File: src/rtl/uart_rx.sv
// UART receiver: 1 start bit, 8 data bits LSB first, 1 stop bit, no parity.
// Bit timing (TICKS+1 clocks per bit) matches the team transmitter.
module uart_rx #(
  parameter int CLK_FREQ  = 100_000_000,
  parameter int BAUD_RATE = 9600
) (
  input  logic       clk,
  input  logic       rst,
  input  logic       rx,
  output logic [7:0] data,
  output logic       valid,
  output logic       frame_err,
  output logic       busy
);

  localparam int TICKS = CLK_FREQ / BAUD_RATE;
  localparam int BIT   = TICKS + 1;
  localparam int HALF  = BIT / 2;
  localparam int CW    = $clog2(BIT + 1);

  localparam logic [CW-1:0] BIT_LAST  = CW'(BIT - 1);
  localparam logic [CW-1:0] HALF_LAST = CW'(HALF - 1);

  if (TICKS < 4) begin : g_ticks_check
    $error("uart_rx: CLK_FREQ/BAUD_RATE must be at least 4");
  end

  typedef enum logic [2:0] {
    IDLE,
    START,
    DATA,
    STOP,
    WAIT_HIGH
  } state_e;

  logic [1:0]    sync_q;
  logic          rx_s;
  state_e        state_q;
  logic [CW-1:0] cnt_q;
  logic [2:0]    bit_idx_q;
  logic [7:0]    shift_q;
  logic [7:0]    data_q;
  logic          valid_q;
  logic          frame_err_q;
  logic          busy_q;

  // Two-flop synchronizer; the line idles high, so reset to 1 avoids a false start.
  always_ff @(posedge clk or posedge rst) begin
    if (rst) begin
      sync_q <= 2'b11;
    end else begin
      // NOTE: non-blocking assignments so each flop samples the pre-edge value of its neighbour.
      sync_q <= {sync_q[0], rx};
    end
  end

  assign rx_s = sync_q[1];

  always_ff @(posedge clk or posedge rst) begin
    if (rst) begin
      state_q     <= IDLE;
      cnt_q       <= '0;
      bit_idx_q   <= '0;
      shift_q     <= '0;
      data_q      <= 8'h00;
      valid_q     <= 1'b0;
      frame_err_q <= 1'b0;
      busy_q      <= 1'b0;
    end else begin
      // NOTE: pulses default low every cycle; the branches below only raise them.
      valid_q     <= 1'b0;
      frame_err_q <= 1'b0;

      unique case (state_q)
        IDLE: begin
          if (!rx_s) begin
            state_q <= START;
            cnt_q   <= '0;
            busy_q  <= 1'b1;
          end
        end

        START: begin
          // Re-check the line half a bit in so short glitches are ignored.
          if (cnt_q == HALF_LAST) begin
            cnt_q <= '0;
            if (!rx_s) begin
              state_q   <= DATA;
              bit_idx_q <= '0;
            end else begin
              state_q <= IDLE;
              busy_q  <= 1'b0;
            end
          end else begin
            cnt_q <= cnt_q + CW'(1);
          end
        end

        DATA: begin
          if (cnt_q == BIT_LAST) begin
            cnt_q              <= '0;
            shift_q[bit_idx_q] <= rx_s;
            if (bit_idx_q == 3'd7) begin
              state_q <= STOP;
            end else begin
              bit_idx_q <= bit_idx_q + 3'd1;
            end
          end else begin
            cnt_q <= cnt_q + CW'(1);
          end
        end

        STOP: begin
          // Leaving at mid-stop lets a back-to-back start edge be caught.
          if (cnt_q == BIT_LAST) begin
            cnt_q <= '0;
            if (rx_s) begin
              data_q  <= shift_q;
              valid_q <= 1'b1;
              state_q <= IDLE;
              busy_q  <= 1'b0;
            end else begin
              frame_err_q <= 1'b1;
              state_q     <= WAIT_HIGH;
            end
          end else begin
            cnt_q <= cnt_q + CW'(1);
          end
        end

        WAIT_HIGH: begin
          if (rx_s) begin
            state_q <= IDLE;
            busy_q  <= 1'b0;
          end
        end

        default: begin
          state_q <= IDLE;
          busy_q  <= 1'b0;
        end
      endcase
    end
  end

  assign data      = data_q;
  assign valid     = valid_q;
  assign frame_err = frame_err_q;
  assign busy      = busy_q;

endmodule

File: config.mk
export PLATFORM = sky130hd
export DESIGN_NAME = uart_rx
export DESIGN_NICKNAME = d
export VERILOG_FILES = /design/src/rtl/uart_rx.sv
export SDC_FILE = /design/constraint.sdc
export NUM_CORES = 1
export LEC_CHECK = 0
export CORE_ASPECT_RATIO = 2
export CORE_UTILIZATION = 30
export CTS_CLUSTER_SIZE = 24
export DETAILED_ROUTE_END_ITERATION = 6
export REMOVE_ABC_BUFFERS = 1
export SYNTH_ARGS = -nofsm -noshare
export SYNTH_HDL_FRONTEND = slang
export SYNTH_SLANG_ARGS = --single-unit
File: constraint.sdc
create_clock -name clk -period 3 [get_ports clk]
set_clock_uncertainty 0.15 [all_clocks]
set_input_delay 0.45 -clock clk [delete_from_list [all_inputs] [get_ports clk]]
set_output_delay 0.45 -clock clk [all_outputs]
set_load 0.005 [all_outputs]
# Word level (Yosys, flattened, before mapping)
# Cells that the tools add are included.
# classes
n_addsub	2
n_lt_le_gt_ge	2
eq_ne	15
n_mux	32
n_bitwise	1
n_reduce_logical	11
# op_table
operator	count
2-to-1 mux 14 bit	3
one-hot mux 14 bit (3 select lines)	1
2-to-1 mux 3 bit	11
!= test 2 bit, second input constant	8
one-hot mux 3 bit (5 select lines)	1
adder 14 x 1 -> 14 bit, second input constant	1
== test 14 x 13 -> 1 bit, second input constant	1
== test 14 bit, second input constant	1
2-to-1 mux 1 bit	11
bitwise mux 8 bit	1
== test 3 x 2 -> 1 bit, second input constant	2
== test 3 bit, second input constant	2
one-hot mux 3 bit (2 select lines)	1
AND reduction 6 bit	1
one-hot mux 1 bit (5 select lines)	1
AND reduction 5 bit	1
< comparator 3 x 4 -> 1 bit, second input constant	1
AND reduction 2 bit	2
AND reduction 4 bit	1
adder 3 x 1 -> 3 bit, second input constant	1
demux 1 bit (select 3 bit)	1
== test 3 x 1 -> 1 bit, second input constant	1
>= comparator 3 x 1 -> 1 bit, second input constant	1
logical NOT 3 bit	1
7 further kinds	7
# totals
register_bits	41
inputBits	3
out_inout_bits	11
wordCells	72

# Depth between registers and ports, before layout
# depth
word_depth	5
mapped_depth	9

# Least setup slack after synthesis
# No wires, ideal clock.
# synth_path
kind	flip-flop to flip-flop
startpoint	reg cnt_q[0]
endpoint	reg cnt_q[10]
arrival_time_ns	2.088
path_slack_ns	0.636
stages_incl_launch_ff	7
n_path_buf	0
cell_sequence	dfrtp_1 ha_1 or4bb_1 nor4_4 o22ai_4 and3_1 a221o_1
# synth_via
elab_chain_cells	3
elab_cells_between_ends	6
cone_classes	add/sub: 1; eq/ne: 2; mux: 3
# synth_lines
element	line	rtl
start, declared	39	logic [CW-1:0] cnt_q;
start signal, assigned	95	cnt_q <= cnt_q + CW'(1);
start signal, assigned	109	cnt_q <= cnt_q + CW'(1);
start signal, assigned	127	cnt_q <= cnt_q + CW'(1);
adder 14 x 1 -> 14 bit (tied with other cells)	95, 109, 127	
2-to-1 mux 14 bit (on tied branches)	100, 115, 85	
one-hot mux 14 bit (3 select lines) (*)	74	unique case (state_q)
# Mark *: on every way between the ends. The rest lies on a longest branch, timed or not.
# A chain may end at the register's enable or synchronous reset.

# Worst setup path after layout
# Same ends and word-level chain as after synthesis.

==> impl_metrics.ini <==
[grt]
first_global_vias = 1589
grt_overflow_total = 0
antenna_found_initial = 0
grt_pass1_wl_mm = 7.34
grtUsageTotal_pct = 13.5
grt_max_degree = 42

[floorplan]
dieArea_mm2 = 0.00741
core_mm2 = 0.00689
die_x_um = 61.4
ios = 14
fp.dieH_um = 121
initial_core_util_pct = 30.7
placementRows = 43

[sta]
drv_slew = 0
hold_viol = 0
rsz0062_at_grt = false
finalSetupTns_ns = 0
fmax_mhz = 368
setup_ws_ns = 0.284
setup_viol = 0
slew-limit-headroom_pct = 56.7
tightest_slew_ns = 0.650
period_needed_ns = 2.72
period_share_pct = 90.5

[placement]
place_ws_ns = 0.286
place_area_mm2 = 0.00233
portBuffers = 13
dp_hpwl_mm = 3.26
gp_congestion = 0.827

[setup_path]
worst_ep_required_time_ns = 3.01
cp.buffers_inverters = 0
critPathTopFamily = simple AND/OR/NAND/NOR gates
cp_cell_sequence = ha_1, or4bb_1, nor4_4, o22ai_4, and3_1, a221o_1
cp.depth = 6
crit_start = cnt_q[0]$_DFFE_PP0P_
r2r_setup_slack_ns = 0.28
critPathArrivalTime_ns = 2.73
ff2ff_path_depth = 6
endpoint_kind = flop
slowest_delay_ns = 0.54
crit_path_max_fanout = 18
crit_end = cnt_q[10]$_DFFE_PP0P_
cp-start-kind = flop
worstReg2RegStart = cnt_q[0]$_DFFE_PP0P_
reg2reg_to = cnt_q[10]$_DFFE_PP0P_
worstSetupPathType = flop to flop
slowest_stage = or4bb_1

[routing]
drt_pass1_iterations = 4
postRouteAntennaNets = 0
drc = 0
vias = 1541
drt_iter0_markers = 60
wirelength_mm = 4.35
avgRoutedWirePerCell_um = 14.5
vias_per_cell = 5.12

[clock_network]
clk_path_buf_depth = 2
root_buffer = clkbuf_16
cts-buffers-inserted = 5
h-tree-depth = 2
cts_resized = 0
clock_sinks = 41
ctsHoldBuffers = 0
clk_pin_slew_ns = 0.06
clk_latency_ns = 0.28
cts_tree = built
post_cts_buffers = 0

[layout]
post-route-util_pct = 36.6
design_area_mm2 = 0.00252
antenna_cells = 0
drive_gt1_share_pct = 18.0
syn_to_final_growth_pct = 19.0
nets = 218

[power]
p_leak_nw = 1.13
p_switching_w = 0.000222
combPwrFrac_pct = 1.3
vdd_drop_max_v = 0.000234
intPower_w = 0.00103
switching_share_pct = 17.6
clkPwrFrac_pct = 54.2
power.density_mw_per_mm2 = 499
power.share.sequential_pct = 44.5

[synth]
ys_types = 50
ys_ff_latch = 41
avgSynthCellArea_um2 = 10.7
ys_warn_count = 0
syn_inst = 198
netlist_area_mm2 = 0.00212
seq_area_frac_synth_pct = 48.6

[job]
drv_cap = 0

[outcome]
outcome = completed

[min_path]
holdPathStages = 0
min_path_type = flop to flop
-- cell type report --
| class | count | area (µm²) |
|---|---|---|
| Clock buffer | 5 | 125 |
| Clock inverter | 3 | 65.1 |
| Fill cell | 738 | 4370 |
| Inverter | 6 | 22.5 |
| Multi-Input combinational cell | 140 | 1010 |
| Sequential cell | 41 | 1030 |
| Tap cell | 90 | 113 |
| Timing Repair Buffer | 16 | 153 |
-- worst min-delay path by stage --
stage | startpoint | end | slack [ns]
after floorplan | sync_q[0]$_DFF_PP1_ | sync_q[1]$_DFF_PP1_ | 0.20
after global placement | sync_q[0]$_DFF_PP1_ | sync_q[1]$_DFF_PP1_ | 0.20
after detailed placement | sync_q[0]$_DFF_PP1_ | sync_q[1]$_DFF_PP1_ | 0.20
after CTS | sync_q[0]$_DFF_PP1_ | sync_q[1]$_DFF_PP1_ | 0.21
after global routing | sync_q[0]$_DFF_PP1_ | sync_q[1]$_DFF_PP1_ | 0.22
final | sync_q[0]$_DFF_PP1_ | sync_q[1]$_DFF_PP1_ | 0.21
-- cells in the mapped netlist (all sizes together) --
master | count | area [µm²]
nor4 | 3 | 40.0
nand2 | 16 | 60.1
nor3 | 3 | 15.0
a22o | 3 | 26.3
a41oi | 1 | 8.76
nand4 | 6 | 37.5
a21o | 1 | 7.51
o22ai | 3 | 32.5
dfstp | 2 | 52.6
and2 | 1 | 6.26
xnor2 | 1 | 8.76
a31oi | 3 | 18.8
mux2i | 1 | 10.0
a221o | 1 | 10.0
o21bai | 1 | 7.51
buf | 5 | 30.0
a32oi | 1 | 8.76
xor2 | 2 | 17.5
and4 | 3 | 26.3
or3 | 1 | 6.26
ha | 5 | 62.6
nand3 | 4 | 20.0
dfrtp | 39 | 976
o2bb2ai | 2 | 17.5
or4bb | 1 | 11.3
nand3b | 6 | 48.8
and3 | 5 | 36.3
nor2 | 18 | 67.6
inv | 6 | 22.5
o21ai | 9 | 45.0
nor2b | 1 | 6.26
a21oi | 12 | 60.1
or3b | 1 | 8.76
clkbuf | 6 | 22.5
nand2b | 2 | 12.5
or4b | 2 | 23.8
nor4b | 1 | 8.76
mux2 | 17 | 203
nor3b | 3 | 32.5
-- per-layer routing --
metal	routed length, µm	track usage (%)
met1	1510	12.4
met3	90	2.46
met4	206	9.44
met2	2550	24.5
met5	0	0
-- cell usage in the layout, fill, tap and decap left out, drive strengths merged, types with 4 or more instances in the layout --
master / netlist / layout
a21oi: 12 / 12
and3: 5 / 5
clkbuf: 6 / 5
clkdlybuf4s50: 0 / 13
dfrtp: 39 / 39
ha: 5 / 5
inv: 6 / 6
mux2: 17 / 17
nand2: 16 / 16
nand3: 4 / 4
nand3b: 6 / 6
nand4: 6 / 6
nor2: 18 / 18
o21ai: 9 / 9
-- state kept, by name (all words and copies together), names as in the netlist --
register   flops
cnt_q         14
bit_idx_q      3
valid          1
frame_err      1
data           8
busy           1
shift_q        8
state_q        3
sync_q         2
-- power by group through the flow --
stage / logic [W] / clock network [W] / registers (W)
CTS: 0.0000169 / 0.000695 / 0.000559
global placement: 0.0000166 / 0 / 0.000569
floorplan: 0.00000973 / 0 / 0.000568
global route: 0.0000188 / 0.000725 / 0.000559
finish: 0.0000160 / 0.000681 / 0.000559
detailed placement: 0.0000167 / 0 / 0.000569
-- cell families after synthesis --
group                      count (synthesis)  synth area share, %
muxes                                     18                 10.1
adders and majority gates                  5                 2.96
xor gates and xnor gates                   3                 1.24
buffers and inverters                     17                 3.55
AOI/OAI and AO/OA                         37                 11.5
and+or+nand+nor                           77                 22.1
DFF                                       41                 48.6
-- metrics by stage --
step | cells | hold WS (ns) | total power, W
finish | 301 | 0.206 | 0.00126
global route | 301 | 0.216 | 0.00130
CTS | 301 | 0.207 | 0.00127
detailed placement | 293 | 0.198 | 0.000586
global placement | 293 | 0.198 | 0.000586
floorplan | 187 | 0.195 | 0.000577
(Power assumes the default switching activity.)
